File: config.mk
export PLATFORM = sky130hd
export DESIGN_NAME = spi_memory
export DESIGN_NICKNAME = d
export VERILOG_FILES = /design/src/rtl/spi_mem_pkg.sv /design/src/rtl/spi_input_sync.sv /design/src/rtl/spi_memory.sv
export SDC_FILE = /design/constraint.sdc
export NUM_CORES = 2
export LEC_CHECK = 0
export CORE_ASPECT_RATIO = 0.7
export CORE_MARGIN = 2
export CORE_UTILIZATION = 56
export DETAILED_ROUTE_END_ITERATION = 6
export PLACE_DENSITY = 0.72
export SKIP_CTS_REPAIR_TIMING = 1
export SYNTH_ARGS = -nofsm -noshare
export SYNTH_HDL_FRONTEND = slang
export SYNTH_SLANG_ARGS = --single-unit
export TNS_END_PERCENT = 1
File: constraint.sdc
create_clock -name clk -period 37.8 [get_ports clk]
set_clock_uncertainty 0.15 [all_clocks]
set_input_delay 3.78 -clock clk [delete_from_list [all_inputs] [get_ports clk]]
set_output_delay 3.78 -clock clk [all_outputs]
set_load 0.01 [all_outputs]
File: src/rtl/spi_mem_pkg.sv
// Shared types and constants for the SPI-accessible byte memory.
package spi_mem_pkg;

    localparam int ADDR_W_DEF = 7;
    localparam int DATA_W_DEF = 8;
    localparam logic CMD_READ = 1'b1;

    typedef enum logic [3:0] {
        IDLE,
        GET_CMD,
        DECODE,
        WRITE_DATA,
        WRITE_COMMIT,
        READ_LOAD,
        READ_DUMMY,
        READ_SHIFT,
        DONE
    } state_t;

endpackage

File: src/rtl/spi_input_sync.sv
// Two-flop synchronizer for an asynchronous pin, with one-clk rising/falling edge pulses.
module spi_input_sync (
    input  logic clk_i,
    input  logic rst_i,
    input  logic d_i,
    output logic sync_o,
    output logic rise_o,
    output logic fall_o
);

    logic meta_q;
    logic sync_q;
    logic prev_q;

    always_ff @(posedge clk_i or posedge rst_i) begin
        if (rst_i) begin
            meta_q <= 1'b0;
            sync_q <= 1'b0;
            prev_q <= 1'b0;
        end else begin
            meta_q <= d_i;
            sync_q <= meta_q;
            prev_q <= sync_q;
        end
    end

    assign sync_o = sync_q;
    assign rise_o = sync_q & ~prev_q;
    assign fall_o = ~sync_q & prev_q;

endmodule

File: src/rtl/spi_memory.sv
// SPI mode-0 slave byte memory: one command byte {addr, R/W} then one data byte per CS frame.
module spi_memory
    import spi_mem_pkg::*;
#(
    parameter int ADDR_W = ADDR_W_DEF,
    parameter int DATA_W = DATA_W_DEF
) (
    input  logic       clk,
    input  logic       reset,
    input  logic       sclk_pin,
    input  logic       cs_pin,
    output logic       miso_pin,
    input  logic       mosi_pin,
    output logic [3:0] leds
);

    localparam int DEPTH = 2 ** ADDR_W;
    localparam int CMD_W = ADDR_W + 1;
    localparam int MAX_W = (CMD_W > DATA_W) ? CMD_W : DATA_W;
    localparam int CNT_W = $clog2(MAX_W + 1);

    logic sclk_s, sclk_rise, sclk_fall;
    logic cs_s, cs_fall;
    logic mosi_s;

    spi_input_sync u_sclk_sync (
        .clk_i (clk), .rst_i (reset), .d_i (sclk_pin),
        .sync_o(sclk_s), .rise_o(sclk_rise), .fall_o(sclk_fall)
    );

    spi_input_sync u_cs_sync (
        .clk_i (clk), .rst_i (reset), .d_i (cs_pin),
        .sync_o(cs_s), .rise_o(), .fall_o(cs_fall)
    );

    spi_input_sync u_mosi_sync (
        .clk_i (clk), .rst_i (reset), .d_i (mosi_pin),
        .sync_o(mosi_s), .rise_o(), .fall_o()
    );

    state_t              state_q, state_d;
    logic [CNT_W-1:0]    cnt_q, cnt_d;
    logic [CMD_W-1:0]    cmd_q, cmd_d;
    logic [DATA_W-1:0]   data_q, data_d;
    logic [ADDR_W-1:0]   addr_q, addr_d;
    logic [DATA_W-1:0]   out_q, out_d;
    logic                miso_q, miso_d;
    logic [3:0]          leds_q, leds_d;
    logic                mem_we;
    logic [DATA_W-1:0]   mem_q [DEPTH];
    logic [DATA_W-1:0]   rd_byte;

    assign rd_byte = mem_q[addr_q];

    always_comb begin
        state_d = state_q;
        cnt_d   = cnt_q;
        cmd_d   = cmd_q;
        data_d  = data_q;
        addr_d  = addr_q;
        out_d   = out_q;
        miso_d  = miso_q;
        leds_d  = leds_q;
        mem_we  = 1'b0;

        // CS release has priority over any SCLK edge seen in the same clk.
        if (cs_s && state_q != IDLE) begin
            state_d = IDLE;
            miso_d  = 1'b0;
        end else begin
            unique case (state_q)
                IDLE: begin
                    if (cs_fall) begin
                        cnt_d   = '0;
                        state_d = GET_CMD;
                    end
                end
                GET_CMD: begin
                    if (sclk_rise) begin
                        cmd_d = {cmd_q[CMD_W-2:0], mosi_s};
                        cnt_d = cnt_q + CNT_W'(1);
                        if (cnt_q == CNT_W'(CMD_W - 1)) state_d = DECODE;
                    end
                end
                DECODE: begin
                    addr_d  = cmd_q[CMD_W-1:1];
                    cnt_d   = '0;
                    state_d = (cmd_q[0] == CMD_READ) ? READ_LOAD : WRITE_DATA;
                end
                WRITE_DATA: begin
                    if (sclk_rise) begin
                        data_d = {data_q[DATA_W-2:0], mosi_s};
                        cnt_d  = cnt_q + CNT_W'(1);
                        if (cnt_q == CNT_W'(DATA_W - 1)) state_d = WRITE_COMMIT;
                    end
                end
                WRITE_COMMIT: begin
                    mem_we  = 1'b1;
                    leds_d  = data_q[3:0];
                    state_d = DONE;
                end
                READ_LOAD: begin
                    out_d   = rd_byte;
                    leds_d  = rd_byte[3:0];
                    state_d = READ_DUMMY;
                end
                READ_DUMMY: begin
                    if (sclk_rise) begin
                        miso_d  = 1'b0;
                        state_d = READ_SHIFT;
                    end
                end
                READ_SHIFT: begin
                    // Bits launch on falling edges; leave only once the last one was sampled.
                    if (sclk_fall && cnt_q != CNT_W'(DATA_W)) begin
                        miso_d = out_q[DATA_W-1];
                        out_d  = {out_q[DATA_W-2:0], 1'b0};
                        cnt_d  = cnt_q + CNT_W'(1);
                    end else if (sclk_rise && cnt_q == CNT_W'(DATA_W)) begin
                        state_d = DONE;
                    end
                end
                DONE: begin
                    miso_d = 1'b0;
                end
                default: state_d = IDLE;
            endcase
        end
    end

    always_ff @(posedge clk or posedge reset) begin
        if (reset) begin
            state_q <= IDLE;
            cnt_q   <= '0;
            cmd_q   <= '0;
            data_q  <= '0;
            addr_q  <= '0;
            out_q   <= '0;
            miso_q  <= 1'b0;
            leds_q  <= '0;
        end else begin
            state_q <= state_d;
            cnt_q   <= cnt_d;
            cmd_q   <= cmd_d;
            data_q  <= data_d;
            addr_q  <= addr_d;
            out_q   <= out_d;
            miso_q  <= miso_d;
            leds_q  <= leds_d;
        end
    end

    always_ff @(posedge clk or posedge reset) begin
        if (reset) begin
            for (int unsigned i = 0; i < DEPTH; i++) mem_q[i] <= '0;
        end else if (mem_we) begin
            mem_q[addr_q] <= data_q;
        end
    end

    assign miso_pin = (state_q == READ_SHIFT) ? miso_q : 1'b0;
    assign leds     = leds_q;

    logic unused_sclk;
    assign unused_sclk = sclk_s;

endmodule

=== Yosys cells after proc, flatten, opt, wreduce, memory -nomap -nowiden ===
Cells that the tools add are included.

* Bits of input ports: 5
* Logic and storage cells: 229
* Output and inout port bits: 5
* Register bits: 1076

* Reductions and logical operators: 19
* Bitwise logic cells: 8
* Add/sub/neg operators: 1
* Magnitude comparators: 2
* Multiplexer cells: 31
* Eq/ne operators: 24

{| class="wikitable"
|+ Operator list
! cell !! count
|-
| $bwmux 1024 || 1
|-
| $bmux 8 s7 || 1
|-
| $demux 8 s7 || 1
|-
| $mux 4 || 12
|-
| $pmux 4 s9 || 1
|-
| $mux 8 || 4
|-
| $ne 3x3->1 const B || 9
|-
| $eq 4x3->1 const B || 5
|-
| $pmux 4 s4 || 1
|-
| $pmux 8 s2 || 1
|-
| $reduce_and 3->1 || 4
|-
| $reduce_bool 4->1 || 3
|-
| $reduce_and 9->1 || 1
|-
| $eq 4x2->1 const B || 2
|-
| $eq 4x4->1 const B || 2
|-
| $ge 8x8->1 const B || 1
|-
| $lt 8x1->1 const B || 1
|-
| $not 7->8 || 1
|-
| $pmux 4 s2 || 1
|-
| $mux 1 || 6
|-
| $ne 2x2->1 const B || 3
|-
| $reduce_and 5->1 || 1
|-
| $add 4x1->4 const B || 1
|-
| $eq 4x1->1 const B || 1
|-
| other kinds (11) || 21
|}

=== Depth between registers and ports, before layout ===
* Depth in word-level cells: 7
* Mapped depth: 11
* Depth with buffers taken out: 9

=== Modules after synthesis ===
From an unflattened synthesis, not the netlist that was laid out.

* Cell total of the unflattened synthesis: 3402
* Area, all modules: 49422.4 um^2

{| class="wikitable"
|+ Modules (own cells, without submodules)
! module !! area an instance (um^2) !! times used !! cells each !! sequential area each (um^2)
|-
| spi_memory || 49140.9 || 1 || 3384 || 26725.6
|-
| spi_input_sync || 93.8 || 3 || 6 || 75.1
|}

=== Worst setup path after synthesis ===
Ideal clock, no wire load.

* Kind: flip-flop to output port
* Start point: register state_q[0]
* End point: output miso_pin
* Slack: 32766 ps
* Arrival: 1104 ps
* Required time: 33870 ps
* Buffers on the path: 1
* Stages on the path, launching flop included: 5
* Path through: dfrtp_1 -> clkbuf_1 -> nand2b_1 -> nor2_1 -> and3_1

* Word-level cells in the longest chain between the ends: 2

{| class="wikitable"
|+ Ends and longest elaborated chain
! element !! line !! source
|-
| start: declaration || spi_memory.sv:41 || <nowiki>state_t state_q, state_d;</nowiki>
|-
| start signal: assignment || spi_memory.sv:142 || <nowiki>state_q <= state_d;</nowiki>
|-
| $eq 4x3->1 || spi_memory.sv:161 || <nowiki>assign miso_pin = (state_q == READ_SHIFT) ? miso_q : 1'b0;</nowiki>
|-
| $mux 1 || spi_memory.sv:161 ||
|-
| end: declaration || spi_memory.sv:12 || <nowiki>output logic miso_pin,</nowiki>
|}

No other way between the ends.

==> summary.txt <==
Synthesis
  – Post-synthesis sequential area ratio: 55.00%
  – Yosys cell types: 72
  – Main synth FF type: dfrtp_1
  – Avg Cell Area, Syn: 14.48 um2
  – Synth warn: 0
  – Ys async rst share: 100.0%
  – Syn_nets: 3,388
  – FF+latch count, synth: 1,076
  – Mapped Area: 48,960 um2
  – Number of flops mapped to enable cells by yosys: 0
  – Mapped Cells: roughly 3,400

Clocking
  – Clock transition at path regs: 60 ps
  – Clk root buf: clkbuf_16
  – CTS tree: done
  – Clk_lat worst skew: 710 ps
  – H-tree levels: 3
  – # clock sinks: 1,076
  – Number of CTS-inserted buffers: 99
  – CTS Buffer Depth: 3

Global routing
  – Remaining Overflow, GRT: 0
  – Initial antenna violation count: 5
  – Vias in the first global route: 31,650
  – First-pass GRT wire length: 207,600 um
  – All-Layer GR Usage: 31.10%
  – Largest net degree at the start of global routing: 190

Worst setup path
  – Crit path launch type: primary input
  – Reg2reg setup slack: between 30,000 and 40,000 ps
  – Critical Path RT: 38,310 ps
  – Peak fanout along the critical path: 143
  – Kind of critical path: in -> async
  – Crit path DAT: between 7000 and 8000 ps
  – Critical path's slowest cell: buf_4
  – Slowest stage delay, CP: 990 ps
  – Cells along the critical path: clkdlybuf4s50_1, inv_8, buf_4, buf_4, buf_4
  – Cell mode on critical path: buf_4
  – Critical Path End Type: async pin

STA
  – Final setup vio count: 0
  – Final period utilization: about a fifth
  – RSZ-0062 raised after global routing: no
  – Final Hold Fails: 0
  – Fin. max-slew vios: 0
  – Post-layout min period: around 7400 ps
  – Final worst slack: approximately 30,000 ps
  – Total negative setup slack: 0 ps
  – Slew HR: 11.79%
  – Fmax: 134.4 MHz
  – Slew of the pin with the lowest slew margin: 1318 ps

Finish
  – Final Non-Filler Cells: between 4,000 and 5,000
  – Final Util: 61.58%
  – Final #Nets: 3,306
  – Register area: 26,970 um2
  – Area Growth Syn to Fin: 8.635%
  – Multi-input gate area: 20,910 um2
  – Fraction of layout cells with a size suffix above 1: 42.26%
  – Fill cells: 6,242

Routing
  – Vias/cell: 6.808
  – WL/cell: between 30 and 40 um
  – Drt total wl: 137,700 um
  – DRC viols: 0
  – Routed Antenna Nets: 0
  – Drt first pass iters: 6
  – Initial DRC count: 3,608
  – Total number of vias: 30,820

Power and ir drop
  – Max rail drop VDD: 0.03552 mV
  – Pleak: approximately 25 nW
  – Power per Cell Area: 45.97 nW/um2

Status
  – Status: finished clean

Run
  – Max_cap viols: 0

Floorplan
  – I/O pin count: 10
  – # rows: 90
  – Chip Height: 251.4 um
  – Full die area: 89,850 um2
  – Die width: 357.4 um
  – Core area: 86,370 um2
  – Starting Density: 56.69%

Place
  – GP Congestion: 0.9303
  – Port bufs: 9
  – Dpl hpwl: 87,180 um
  – Pre-CTS WS: 29,420 ps
  – Dpl cells: 4,348

Worst hold path
  – Worst min path class: reg -> reg
==> critical path, delay by kind of cell <==
| family | cells | cell delay (ps) |
|---|---|---|
| buffers and inverters | 5 | 3920 |
==> state kept, by name (all words and copies together) (netlist names) <==
| signal | count |
|---|---|
| mem_q | 1024 |
| cmd_q | 8 |
| data_q | 8 |
| out_q | 8 |
| addr_q | 7 |
| cnt_q | 4 |
| leds | 4 |
| state_q | 4 |
| miso_q | 1 |
| u_cs_sync.meta_q | 1 |
| u_cs_sync.prev_q | 1 |
| u_cs_sync.sync_o | 1 |
| u_mosi_sync.meta_q | 1 |
| u_mosi_sync.sync_o | 1 |
| u_sclk_sync.meta_q | 1 |
| u_sclk_sync.prev_q | 1 |
| u_sclk_sync.sync_o | 1 |
==> placed cells by master, fill, tap and decap left out, drive strengths merged, types with 53 or more instances in the layout <==
| cell type | netlist | routed |
|---|---|---|
| nand2 | 137 | 137 |
| mux4 | 151 | 151 |
| dfrtp | 1076 | 1076 |
| nor2 | 154 | 154 |
| buf | 89 | 59 |
| clkbuf | 162 | 155 |
| a22oi | 82 | 82 |
| o21ai | 53 | 53 |
| mux2 | 1062 | 1062 |
| mux2i | 59 | 59 |
| a221oi | 100 | 100 |
==> kinds of logic (layout without fill, tap and decap cells) <==
logic type | Yosys count | count (layout) | synth area share [%]
AO/OA/AOI/OAI | 376 | 376 | 5.806
XOR/XNOR | 1 | 1 | 0.01789
buffers and inverters | 260 | 253 | 2.415
AND/OR/NAND/NOR | 394 | 394 | 4.135
multiplexers | 1272 | 1272 | 32.58
adder cells (fa/ha/maj) | 2 | 2 | 0.05110
flip-flops | 1076 | 1076 | 55.00
other | 0 | 3 | 0
==> per-layer routing <==
metal | global-route usage [%] | vias to the layer above | share of wire (%)
li1 | - | 12500 | -
met5 | 0.4324 | - | 0.073
met1 | 45.87 | 16430 | 43
met3 | 9.517 | 349 | 10
met4 | 9.916 | 10 | 3.4
met2 | 44.11 | 1527 | 43
==> synthesized netlist by cell type (3+ instances only) <==
master	count	area, um2
dfrtp_1	1076	26930
mux2_2	945	10640
clkbuf_1	162	608.1
mux4_2	151	3401
nand2_1	121	454.2
mux2_1	117	1318
a221oi_1	100	875.8
a22oi_1	82	615.6
nor2_1	82	307.8
nor2_2	61	381.6
mux2i_1	59	590.6
buf_2	54	270.3
o21ai_0	50	250.2
a21oi_1	34	170.2
buf_4	23	172.7
nand4_1	18	112.6
nand2_2	16	100.1
nand3_1	16	80.08
a22o_1	14	122.6
nor2b_1	14	87.58
a2111oi_0	12	105.1
a211oi_1	12	90.09
a221o_1	12	120.1
a31oi_1	11	68.82
nor2_4	11	123.9
nor3_1	11	55.05
nand2b_1	8	50.05
buf_6	7	78.83
inv_1	7	26.28
and2_1	6	37.54
and3_1	6	37.54
buf_1	5	18.77
o221a_2	5	56.30
o2111ai_1	4	35.03
o221ai_1	4	35.03
o22ai_1	4	25.02
a211o_1	3	26.28
a21o_1	3	22.52
nor3_2	3	30.03
o21ai_1	3	15.01
or4_1	3	22.52
==> cell type report <==
cell class | instances | share of cell area [%]
Timing Repair Buffer | 68 | 1.049
Clock buffer | 155 | 5.681
Sequential cell | 1076 | 50.70
Inverter | 9 | 0.07763
Tap cell | 1150 | 2.705
Clock inverter | 21 | 0.4634
Multi-Input combinational cell | 2045 | 39.31
Antenna cell | 3 | 0.01411
==> through the flow <==
stage	hold slack [ps]	area [um2]	power, mW
after detailed placement	195.7	49910	1.442
after CTS	209.6	53180	2.449
final	203.1	53190	2.445
after global routing	211.7	53180	2.516
after floorplan	181.2	48960	1.362
after global placement	195.5	49910	1.435
==> worst paths after layout <==
kind,from,end,cells after the start
max in group clk,state_q[0],miso_pin,4
min,u_mosi_sync.meta_q,u_mosi_sync.sync_o,0
min reg2reg,u_mosi_sync.meta_q,u_mosi_sync.sync_o,0
max reg2reg,addr_q[0],leds[2],9
max,reset,mem_q[250],5
min in group asynchronous,reset,mem_q[579],2
==> power breakdown <==
part | internal (mW) | switching, mW | leakage, nW
logic | 0.0700 | 0.181 | 8.39
clock network | 0.575 | 0.444 | 1.62
registers | 1.16 | 0.0169 | 15.0
total | 1.80 | 0.642 | 25.0
Note: power is estimated with default switching activity, not from simulation.
